==> src/rtl/rx_packet_fifo.sv <==
// rx_packet_fifo
//   Receive FIFO for the USB RX datapath. The decoder writes bytes as pending
//   (uncommitted) entries. A commit makes the whole packet visible to the reader.
//   A discard rolls the packet back, and the reader never sees any of it.
//   Writes that hit a full FIFO corrupt the packet in flight. A later commit of
//   that packet is therefore turned into a discard.
//
// Ports
//   clk, rst     single clock; synchronous active-high reset
//   w_enable     write w_data as a pending entry (refused while full)
//   w_data       write data
//   commit       pending entries become readable
//   discard      drop all pending entries (wins over commit)
//   r_enable     pop one committed entry (refused while empty)
//   r_data       head of committed data, first-word fall-through
//   empty        no committed entries
//   full         committed + pending == DEPTH
//   almost_full  committed + pending >= AF_THRESH
//   count        committed entries available to the reader
//   overflow     1-cycle pulse after a write attempted while full
//   underflow    1-cycle pulse after a read attempted while empty
//
// Handshake semantics: w_enable is a request that is accepted only when full=0
// at the clock edge. r_enable is a request that is accepted only when empty=0
// at the clock edge. There is no back-pressure beyond these flags. A refused
// request is reported through a one-cycle overflow or underflow pulse.
module rx_packet_fifo #(
  parameter int DATA_WIDTH = 8,
  parameter int DEPTH      = 8,
  parameter int AF_THRESH  = 6
) (
  input  logic                       clk,
  input  logic                       rst,
  input  logic                       w_enable,
  input  logic [DATA_WIDTH-1:0]      w_data,
  input  logic                       commit,
  input  logic                       discard,
  input  logic                       r_enable,
  output logic [DATA_WIDTH-1:0]      r_data,
  output logic                       empty,
  output logic                       full,
  output logic                       almost_full,
  output logic [$clog2(DEPTH):0]     count,
  output logic                       overflow,
  output logic                       underflow
);

  localparam int ADDR = $clog2(DEPTH);
  localparam int PW   = ADDR + 1;
  localparam logic [PW-1:0] DEPTH_LVL = PW'(DEPTH);
  localparam logic [PW-1:0] AF_LVL    = PW'(AF_THRESH);
  localparam logic [PW-1:0] ONE       = PW'(1);

  // The pointers carry one extra wrap bit, so full and empty stay distinct
  // when the occupancy is exactly DEPTH.
  logic [PW-1:0]         rd_ptr, cmt_ptr, wr_ptr;
  logic                  pkt_err;
  logic [DATA_WIDTH-1:0] mem [DEPTH];

  logic [PW-1:0] committed, total, wr_ptr_next;
  logic          do_write, do_read, drop_pkt;

  always_comb begin
    committed = cmt_ptr - rd_ptr;
    total     = wr_ptr - rd_ptr;
    empty       = (committed == '0);
    full        = (total == DEPTH_LVL);
    almost_full = (total >= AF_LVL);
    count       = committed;
    r_data      = mem[rd_ptr[ADDR-1:0]];

    // A commit of a packet that already lost a byte to overflow is a discard.
    drop_pkt    = discard | (commit & pkt_err);
    do_write    = w_enable & ~full & ~drop_pkt;
    do_read     = r_enable & ~empty;
    // wr_ptr_next lets a commit include a write issued in the same cycle.
    wr_ptr_next = do_write ? (wr_ptr + ONE) : wr_ptr;
  end

  // The storage has no reset. A reset only moves the pointers.
  always_ff @(posedge clk) begin
    if (do_write && !rst)
      mem[wr_ptr[ADDR-1:0]] <= w_data;
  end

  always_ff @(posedge clk) begin
    if (rst) begin
      rd_ptr    <= '0;
      cmt_ptr   <= '0;
      wr_ptr    <= '0;
      pkt_err   <= 1'b0;
      overflow  <= 1'b0;
      underflow <= 1'b0;
    end else begin
      overflow  <= w_enable & full;
      underflow <= r_enable & empty;

      if (do_read)
        rd_ptr <= rd_ptr + ONE;

      if (drop_pkt) begin
        wr_ptr  <= cmt_ptr;
        pkt_err <= 1'b0;
      end else begin
        wr_ptr <= wr_ptr_next;
        if (commit) begin
          cmt_ptr <= wr_ptr_next;
          pkt_err <= 1'b0;
        end else if (w_enable && full) begin
          pkt_err <= 1'b1;
        end
      end
    end
  end

endmodule

==> config.mk <==
export PLATFORM = sky130hd
export DESIGN_NAME = rx_packet_fifo
export DESIGN_NICKNAME = d
export VERILOG_FILES = /design/src/rtl/rx_packet_fifo.sv
export SDC_FILE = /design/constraint.sdc
export NUM_CORES = 1
export LEC_CHECK = 0
export CAP_MARGIN = 20
export CORE_ASPECT_RATIO = 0.75
export CORE_MARGIN = 2
export CORE_UTILIZATION = 30
export DETAILED_ROUTE_END_ITERATION = 8
export HOLD_SLACK_MARGIN = 0.02
export SLEW_MARGIN = 20
export SYNTH_ARGS = -nofsm -noshare
export SYNTH_HDL_FRONTEND = slang
export SYNTH_SLANG_ARGS = --single-unit
==> constraint.sdc <==
create_clock -name clk -period 6.55 [get_ports clk]
set_clock_uncertainty 0.15 [all_clocks]
set_input_delay 1.31 -clock clk [delete_from_list [all_inputs] [get_ports clk]]
set_output_delay 1.31 -clock clk [all_outputs]
set_load 0.005 [all_outputs]
Word-level counts from Yosys, hierarchy flattened
Memories as Yosys holds them, arrays and structs flattened. A register that Yosys moved wholly into a read port is not among the register bits.
Index checks and enable logic that the tools add are counted.
Storage, ports and cells
  memory bits (writable): 64
  memories kept: 1
  input bits: 14
  output and inout bits: 17
  logic and storage cells: 35
  register bits after elaboration: 15
Memories
  mem: words 8, bits a word 8, read ports 1, clocked after memory_dff 1, write ports 1, RTL line 58  | logic [DATA_WIDTH-1:0] mem [DEPTH];
Operators by class
  equality and inequality tests: 1
  multiplexer cells: 6
  bitwise operators: 10
  order comparisons: 1
  reductions and logical operators: 6
  $add $sub $neg: 4
Operators by type and width (count)
  adder 4 x 1 -> 4 bit, second input constant: 2
  two-way mux 4 bit: 2
  subtractor 4 bit: 2
  AND 1 bit: 6
  two-way mux 3 bit: 2
  equality test 4 bit, second input constant: 1
  >= comparator 4 x 3 -> 1 bit, second input constant: 1
  logical NOT 4 bit: 1
  NOT 1 bit: 3
  OR reduction 3 bit: 1
  logical AND 1 bit: 2
  two-way mux 1 bit: 2
  AND reduction 2 bit: 1
  logical NOT 1 bit: 1
  OR 1 bit: 1

Longest topological paths before layout
Gate-level depths: netlist of the first run.
  depth in word-level cells: 8
  gate-level depth with buffers: 10
  mapped depth without buffers: 10

Least setup slack after synthesis of the first run
No wires, ideal clock.
  path type: input port to flip-flop
  start: input commit
  end: memory mem[3][0], enable pin
  setup time: 0.398 ns
  arrival time: 3.184 ns
  cell stages on the path: 4
  path slack: 2.818 ns
  cell sequence: a21oi_2 -> nand2_1 -> or3_2 -> nor4b_1
Between the ends
  word-level cells in the longest chain between the ends: 7
RTL lines
  start, declared: RTL line 36  | input logic commit,
  AND 1 bit: RTL line 73  | drop_pkt = discard | (commit & pkt_err);
  OR 1 bit: RTL line 73
  NOT 1 bit (no line)
  AND 1 bit: RTL line 74  | do_write = w_enable & ~full & ~drop_pkt;
  logical AND 1 bit: RTL line 82  | if (do_write && !rst)
  two-way mux 1 bit: RTL line 82
  two-way mux 1 bit (implied by the code): RTL line 83  | mem[wr_ptr[ADDR-1:0]] <= w_data;
  end, declared: RTL line 58
Every way passes these cells.

Worst setup path in the final report of the first run
  start: register wr_ptr[1]
  end: output full
Between the ends
  word-level cells in the longest chain between the ends: 2
RTL lines
  start, declared: RTL line 56  | logic [PW-1:0] rd_ptr, cmt_ptr, wr_ptr;
  start signal, assigned: RTL line 102  | wr_ptr <= cmt_ptr;
  start signal, assigned: RTL line 105  | wr_ptr <= wr_ptr_next;
  subtractor 4 bit: RTL line 65  | total = wr_ptr - rd_ptr;
  equality test 4 bit: RTL line 67  | full = (total == DEPTH_LVL);
  end, declared: RTL line 41  | output logic full,
Every way passes these cells.

==> results of run 1 <==
## path summary, 6_finish.rpt
path                                  end  slack (ns)  cells past startpoint
worst min register to register    pkt_err        0.35                      2
worst min-delay path              pkt_err        0.35                      2
worst max register to register  mem[4][3]        3.03                      6
worst max-delay path                 full        2.19                      4
## cells in the final DEF, fill, tap and decap left out, types with 4 or more instances in the layout
cell and count:
sky130_fd_sc_hd__or3_1 4, sky130_fd_sc_hd__a21oi_1 5, sky130_fd_sc_hd__a211oi_1 5, sky130_fd_sc_hd__clkbuf_16 9, sky130_fd_sc_hd__nor2_1 15, sky130_fd_sc_hd__ha_1 8, sky130_fd_sc_hd__dfxtp_1 17, sky130_fd_sc_hd__mux2_2 8
sky130_fd_sc_hd__nand2_1 4, sky130_fd_sc_hd__xor2_1 6, sky130_fd_sc_hd__nor4b_2 4, sky130_fd_sc_hd__inv_1 10, sky130_fd_sc_hd__edfxtp_1 64, sky130_fd_sc_hd__nand3_1 4, sky130_fd_sc_hd__mux4_2 16, sky130_fd_sc_hd__clkdlybuf4s50_1 30
sky130_fd_sc_hd__o21ai_0 5
## synth_stat cells (all sizes together)
| library cell | number |
|---|---|
| nor2 | 15 |
| or3 | 6 |
| fa | 2 |
| nand3 | 4 |
| a21boi | 1 |
| mux2 | 8 |
| nand2 | 4 |
| clkbuf | 6 |
| nor2b | 1 |
| xor2 | 6 |
| o31ai | 1 |
| nor4 | 2 |
| mux2i | 2 |
| nand3b | 2 |
| nor3b | 4 |
| nor4b | 5 |
| mux4 | 16 |
| ha | 8 |
| or3b | 1 |
| nor3 | 1 |
| a2111oi | 1 |
| nand2b | 1 |
| or2 | 2 |
| a21oi | 6 |
| o21ai | 5 |
| dfxtp | 18 |
| a211oi | 7 |
| edfxtp | 64 |
| xnor2 | 2 |
| buf | 3 |
| inv | 10 |
## stage by stage
| step | util | setup slack [ns] | instances |
|---|---|---|---|
| floorplan | - | 2.82 | 214 |
| global placement | 0.346 | 2.37 | 380 |
| detailed placement | 0.346 | 2.27 | 380 |
| CTS | 0.375 | 2.18 | 396 |
| global route | 0.375 | 2.07 | 396 |
| finish | 0.375 | 2.19 | 396 |
## critical path, stage by stage, from the launching register on
cell and delay, ns:
sky130_fd_sc_hd__dfxtp_1 0.68, sky130_fd_sc_hd__fa_1 0.54, sky130_fd_sc_hd__or3b_4 0.43, sky130_fd_sc_hd__nor3b_4 0.34, sky130_fd_sc_hd__clkdlybuf4s50_1 0.57
## sequential cells by signal (all words and copies together), names as in the netlist, named ones only
signal / flops
cmt_ptr: 4
mem: 64
overflow: 1
pkt_err: 1
rd_ptr: 4
underflow: 1
wr_ptr: 4
## layer usage
layer,share of wire,wire [microns]
met1,0.51,3420
met5,0,0
met2,0.42,2800
met3,0.050,334
met4,0.016,105
## cell families (layout without fill, tap and decap cells)
kind of cell,count (synthesis),after routing,share of synthesized area
flops,82,82,0.654
simple gates,48,48,0.0825
mux,26,26,0.135
compound gates,21,21,0.0448
buf+inv,19,57,0.0212
fa+ha+maj,10,10,0.0402
xor+xnor,8,8,0.0222
## power by group
group	internal, mW	leakage [nW]	switching (mW)
clock network	0.337	0.157	0.203
registers	0.585	0.724	0.0614
logic	0.269	0.493	0.169
total	1.19	1.37	0.433
## final cells by class
class	instances	area, sq um	share of cell area
clock buffer	9	225	0.0523
clock inverter	7	98.8	0.0230
inverter	10	37.5	0.00872
multi-input combinational	113	1170	0.272
sequential	82	2280	0.531
tap	144	180	0.0419
timing repair buffer	31	308	0.0715
==> parameters.txt, run 1 <==
Parameter                              Value

Yosys
  Warnings, synthesis    0
  Mean Syn Cell Area    16.3 sq um
  Synth cell types    38
  Seq/Total Area, Yosys    0.654
  Cell count after synthesis    214
  Mapped Area    3490 sq um
  FF+latch count, synth    82
  Area share of the largest cell type after synthesis    0.551
  Cell accounting for the most synthesized area    sky130_fd_sc_hd__edfxtp_1
  Synth area leaders    sky130_fd_sc_hd__edfxtp_1 (55%), sky130_fd_sc_hd__dfxtp_1 (10%), sky130_fd_sc_hd__mux4_2 (10%)
  Synthesized net count    238

Setup path
  Required time reported for the critical path endpoint    5.09 ns
  Start-to-end type of the worst setup path    reg -> out
  Element type at the critical path end    output pin
  Signal arrival time at the worst endpoint    2.90 ns
  Crit path max fanout    13
  Worst flop-to-flop path startpoint    wr_ptr[2]
  Worst setup SP type    register
  Launching instance or port of the critical path    wr_ptr[1]

Routing
  DR DRC count    0
  Count of nets left with antenna violations after detail routing    0
  Average via count per standard cell    4.72
  Wire length per cell    16.8 microns
  Number of vias after detailed routing    1869
  DR iter-0 viols    120
  First-pass detailed-route iteration total    4
  Total detailed-routing wirelength    6660 microns

Pwr
  Power density normalized to cell area    378 nW/um^2
  Final total power    1.62 mW
  Leakage power    1.37 nW
  Worst VDD drop    0.000130 V

Floorplanning
  Core area    11500 sq um
  Floorplan die width    129 microns
  Initial Utilization    0.304
  Die Ht    97.4 microns
  Number of top-level pins    31
  Die area    12500 sq um
  Cell row count    34

Timing
  Transition time at the pin with the least slew margin    1.00 ns
  F_max    229 MHz
  Fraction of the cycle the final worst path needs    0.666
  Max-slew violation total from the final report    0
  Total count of hold-check failures in the final report    0
  Worst rel slew slack    0.330
  Setup total negative slack    0 ns
  Setup repair after global routing missed its margin    no
  Final Critical Period    4.36 ns
  Final setup viols    0
  Min Hold Slack    0.351 ns

Clock network
  CTS-repair resized insts    0
  CTS tree    yes
  Setup Fix Bufs, Post-CTS    0
  Clock insertion delay at the later pin of the skew report    0.34 ns
  CTS H-tree lvls    3
  Clock slew at the register clock pins of the worst setup and hold paths    0.06 ns
  Number of sinks handled by clock tree synthesis    82
  Clock tree root driver cell    sky130_fd_sc_hd__clkbuf_16
  Maximum buffer depth of the clock tree    2
  Number of hold buffers added after cts    0
  Total CTS buffers    9

Final layout
  ANT cells    0
  Final #Nets    271
  Growth of design area from synthesis to finish    23.4%
  Total of fill cells in the finished design    1078
  Final non-filler cell area    4300 sq um
  Fraction of layout cells with a size suffix above 1    0.238

Place
  Estimated wirelength of the detail-placed design    4740 microns
  GPL Wtd Cong    0.735
  Number of buffer cells added on primary ports    30
  Standard cell area after detailed placement    3980 sq um

Run
  Total of max-cap violations    0

GRT
  Global routing met1 resource utilization    0.172
  Wire length of the first global-routing pass    10500 microns
  Maximum number of pins on one net before global-route repair    24
  Met2 demand-to-capacity share in global routing    0.153
  Number of global-route vias before repair    1843
  GR Overflow Total    0
  Number of antenna violations at the first check in global routing    0
  GR Layer Usage met3    0.0430
  Overall global routing resource usage    0.115
  Most crowded layer after global routing    met1

Worst hold path
  Worst min path class    reg -> reg
  Worst hold path startpoint    pkt_err

Status
  Result of the run    finished, final reports clean
Power figures use the tool's default switching activity.
==> inputs of run 2 (changes only) <==
Clock period 6.55 ns to 4.1 ns, I/O delays scaled along.
==> run 2 against run 1 <==
  * Cell area rose by 1.7%
  * Register-to-register slack worse by 2.1 ns
  * Combinational power increased by 69%
  * Core utilization grew 0.63 points
  * Non-clock buffer count is 11 higher
  * Die area did not move
  * Worst setup slack worse by 1.9 ns
  * Clock-buffer cell count increased by 7
  * Sequential share of layout area is 0.91 points lower
  * Critical endpoint unchanged
==> parameters.txt, run 2 (synthesis gave the netlist of run 1 again) <==
Parameter                              Value

Status
  Result of the run    finished, final reports clean

Timing
  Worst rel slew slack    0.464 (+0.134)
  Setup total negative slack    0 ns (unchanged)
  Total count of hold-check failures in the final report    0 (unchanged)
  Setup repair after global routing missed its margin    no
  Final setup viols    0 (unchanged)
  F_max    264 MHz
  Fraction of the cycle the final worst path needs    0.925
  Transition time at the pin with the least slew margin    0.803 ns (-0.199 ns)
  Max-slew violation total from the final report    0 (unchanged)
  Final Critical Period    3.79 ns

Worst hold path
  Worst hold path startpoint    pkt_err
  Worst Hold Path Cells    2 (unchanged)
  Worst min path class    reg -> reg
  WHS Endpoint    pkt_err

Routing
  Count of nets left with antenna violations after detail routing    0 (unchanged)
  DR DRC count    0 (unchanged)
  DR iter-0 viols    123 (+2.5%)
  Average via count per standard cell    4.73 (+0.16%)
  Number of vias after detailed routing    1924 (+2.9%)
  Wire length per cell    16.3 microns (-3.3%)
  Total detailed-routing wirelength    6620 microns (-0.57%)
  First-pass detailed-route iteration total    4 (unchanged)

Floorplanning
  Cell row count    34 (unchanged)
  Number of top-level pins    31 (unchanged)
  Core area    11500 sq um (unchanged)
  Floorplan die width    129 microns (unchanged)
  Initial Utilization    0.304 (unchanged)
  Die area    12500 sq um (unchanged)
  Die Ht    97.4 microns (unchanged)

Final layout
  Growth of design area from synthesis to finish    25.4%
  Commonest non-fill, non-tap cell in the layout    sky130_fd_sc_hd__edfxtp_1
  Fraction of layout cells with a size suffix above 1    0.251 (+0.0129)
  Number of flip-flops in the largest register    64 (unchanged)
  ANT cells    0 (unchanged)
  Final #Nets    282 (+4.1%)
  Post-route non-filler standard cell count    407 (+2.8%)
  Most used cells in the layout excluding fill and tap cells    sky130_fd_sc_hd__edfxtp_1 (64), sky130_fd_sc_hd__clkdlybuf4s50_1 (30), sky130_fd_sc_hd__dfxtp_1 (18)

Setup path
  Signal arrival time at the worst endpoint    2.82 ns (-0.08 ns)
  Element type at the critical path end    output pin
  Required time reported for the critical path endpoint    3.13 ns (-1.96 ns)
  Terminus of the critical flop-to-flop path    mem[5][5]
  Worst flop-to-flop path startpoint    wr_ptr[2]
  Worst setup SP type    register
  Crit path max fanout    8 (-5)
  Worst-case reg-to-reg path depth    7 (+1)
  Start-to-end type of the worst setup path    reg -> out
  Worst reg-to-reg setup slack    0.96 ns (-2.07 ns)

GRT
  Wire length of the first global-routing pass    10400 microns (-1.1%)
  Most crowded layer after global routing    met1
  Overall global routing resource usage    0.113 (-0.00276)
  Number of global-route vias before repair    1886 (+2.3%)
  Number of antenna violations at the first check in global routing    0 (unchanged)
  Global routing met1 resource utilization    0.171 (-0.000577)
  Maximum number of pins on one net before global-route repair    17 (-29%)
  GR Layer Usage met3    0.0286 (-0.0143)
  Met2 demand-to-capacity share in global routing    0.152 (-0.00123)
  GR Overflow Total    0 (unchanged)

Place
  Number of buffer cells added on primary ports    30 (unchanged)
  GPL Wtd Cong    0.778 (+5.8%)
  Number of placed instances with taps included    391 (+2.9%)
  Estimated wirelength of the detail-placed design    4540 microns (-4.1%)

Clock network
  CTS H-tree lvls    3 (unchanged)
  Number of sinks handled by clock tree synthesis    82 (unchanged)
  CTS tree    yes
  Total CTS buffers    9 (unchanged)
  Maximum buffer depth of the clock tree    2 (unchanged)
  Setup Fix Bufs, Post-CTS    0 (unchanged)
  Number of hold buffers added after cts    0 (unchanged)
  CTS-repair resized insts    0 (unchanged)
  Clock insertion delay at the later pin of the skew report    0.33 ns (about the same)
  Clock slew at the register clock pins of the worst setup and hold paths    0.06 ns (about the same)
  Clock tree root driver cell    sky130_fd_sc_hd__clkbuf_16

Pwr
  Leakage power    1.43 nW (+3.9%)
  Worst VDD drop    0.000221 V (+70%)
  Final total power    2.55 mW (+57%)
  Power density normalized to cell area    582 nW/um^2 (+54%)

Run
  Total of max-cap violations    0 (unchanged)
==> run 2: cell types whose count changed in the layout (fill, tap and decap cells not counted), moves of 2 or more <==
cell	delta
sky130_fd_sc_hd__buf_4	+11
sky130_fd_sc_hd__bufinv_16	-2
sky130_fd_sc_hd__clkbuf_1	+4
sky130_fd_sc_hd__clkbuf_16	+3
sky130_fd_sc_hd__inv_6	-3
==> run 2: worst max path at each step <==
stage | slack [ns] | to | from
global route | 0.18 | full | wr_ptr[1]
global placement | 0.68 | full | wr_ptr[0]
detailed placement | 0.65 | full | wr_ptr[0]
floorplan | 0.72 | mem[3][0] | wr_ptr[0]
finish | 0.31 | full | wr_ptr[0]
CTS | 0.28 | full | wr_ptr[0]
==> run 2: metrics by stage <==
step / worst slack, ns / hold slack (ns) / util / area [sq um]
after floorplan: 0.717 / 0.318 / - / 3490
after global placement: 0.675 / 0.339 / 0.353 / 4060
after detailed placement: 0.646 / 0.350 / 0.353 / 4060
after CTS: 0.279 / 0.359 / 0.381 / 4380
after global routing: 0.183 / 0.388 / 0.381 / 4380
final: 0.307 / 0.354 / 0.381 / 4380
==> run 2: where the power goes <==
group	internal, mW	total (mW)	switching (mW)	leakage, nW
Sequential	0.934	0.989	0.0545	0.724
Combinational	0.440	0.742	0.302	0.551
Clock	0.522	0.817	0.295	0.153
==> run 2: cell type report <==
cell class	count	area [sq um]
tap	144	180
timing repair buffer	42	390
sequential	82	2280
fill	1062	7110
clock buffer	16	315
multi-input combinational	113	1170
inverter	10	37.5
==> run 2: metal layers <==
metal / part of all wire / up-vias
li1: - / 916
met1: 0.52 / 969
met2: 0.43 / 32
met3: 0.035 / 7
met4: 0.013 / 0
met5: 0 / -
==> run 2: critical path, cell delays in order, from the launching register on <==
cell                              delay, ns
sky130_fd_sc_hd__dfxtp_1               0.33
sky130_fd_sc_hd__inv_1                 0.13
sky130_fd_sc_hd__ha_1                  0.17
sky130_fd_sc_hd__inv_1                 0.05
sky130_fd_sc_hd__fa_1                  0.37
sky130_fd_sc_hd__xor2_1                0.16
sky130_fd_sc_hd__or3b_4                0.39
sky130_fd_sc_hd__nor3b_4               0.32
sky130_fd_sc_hd__clkdlybuf4s50_1       0.57
==> inputs of run 3 (changes only) <==
Settings changed: SKIP_LAST_GASP set to 1.
==> results of run 3 <==
Same layout as run 2: the final DEF is identical, and so are final timing and power.
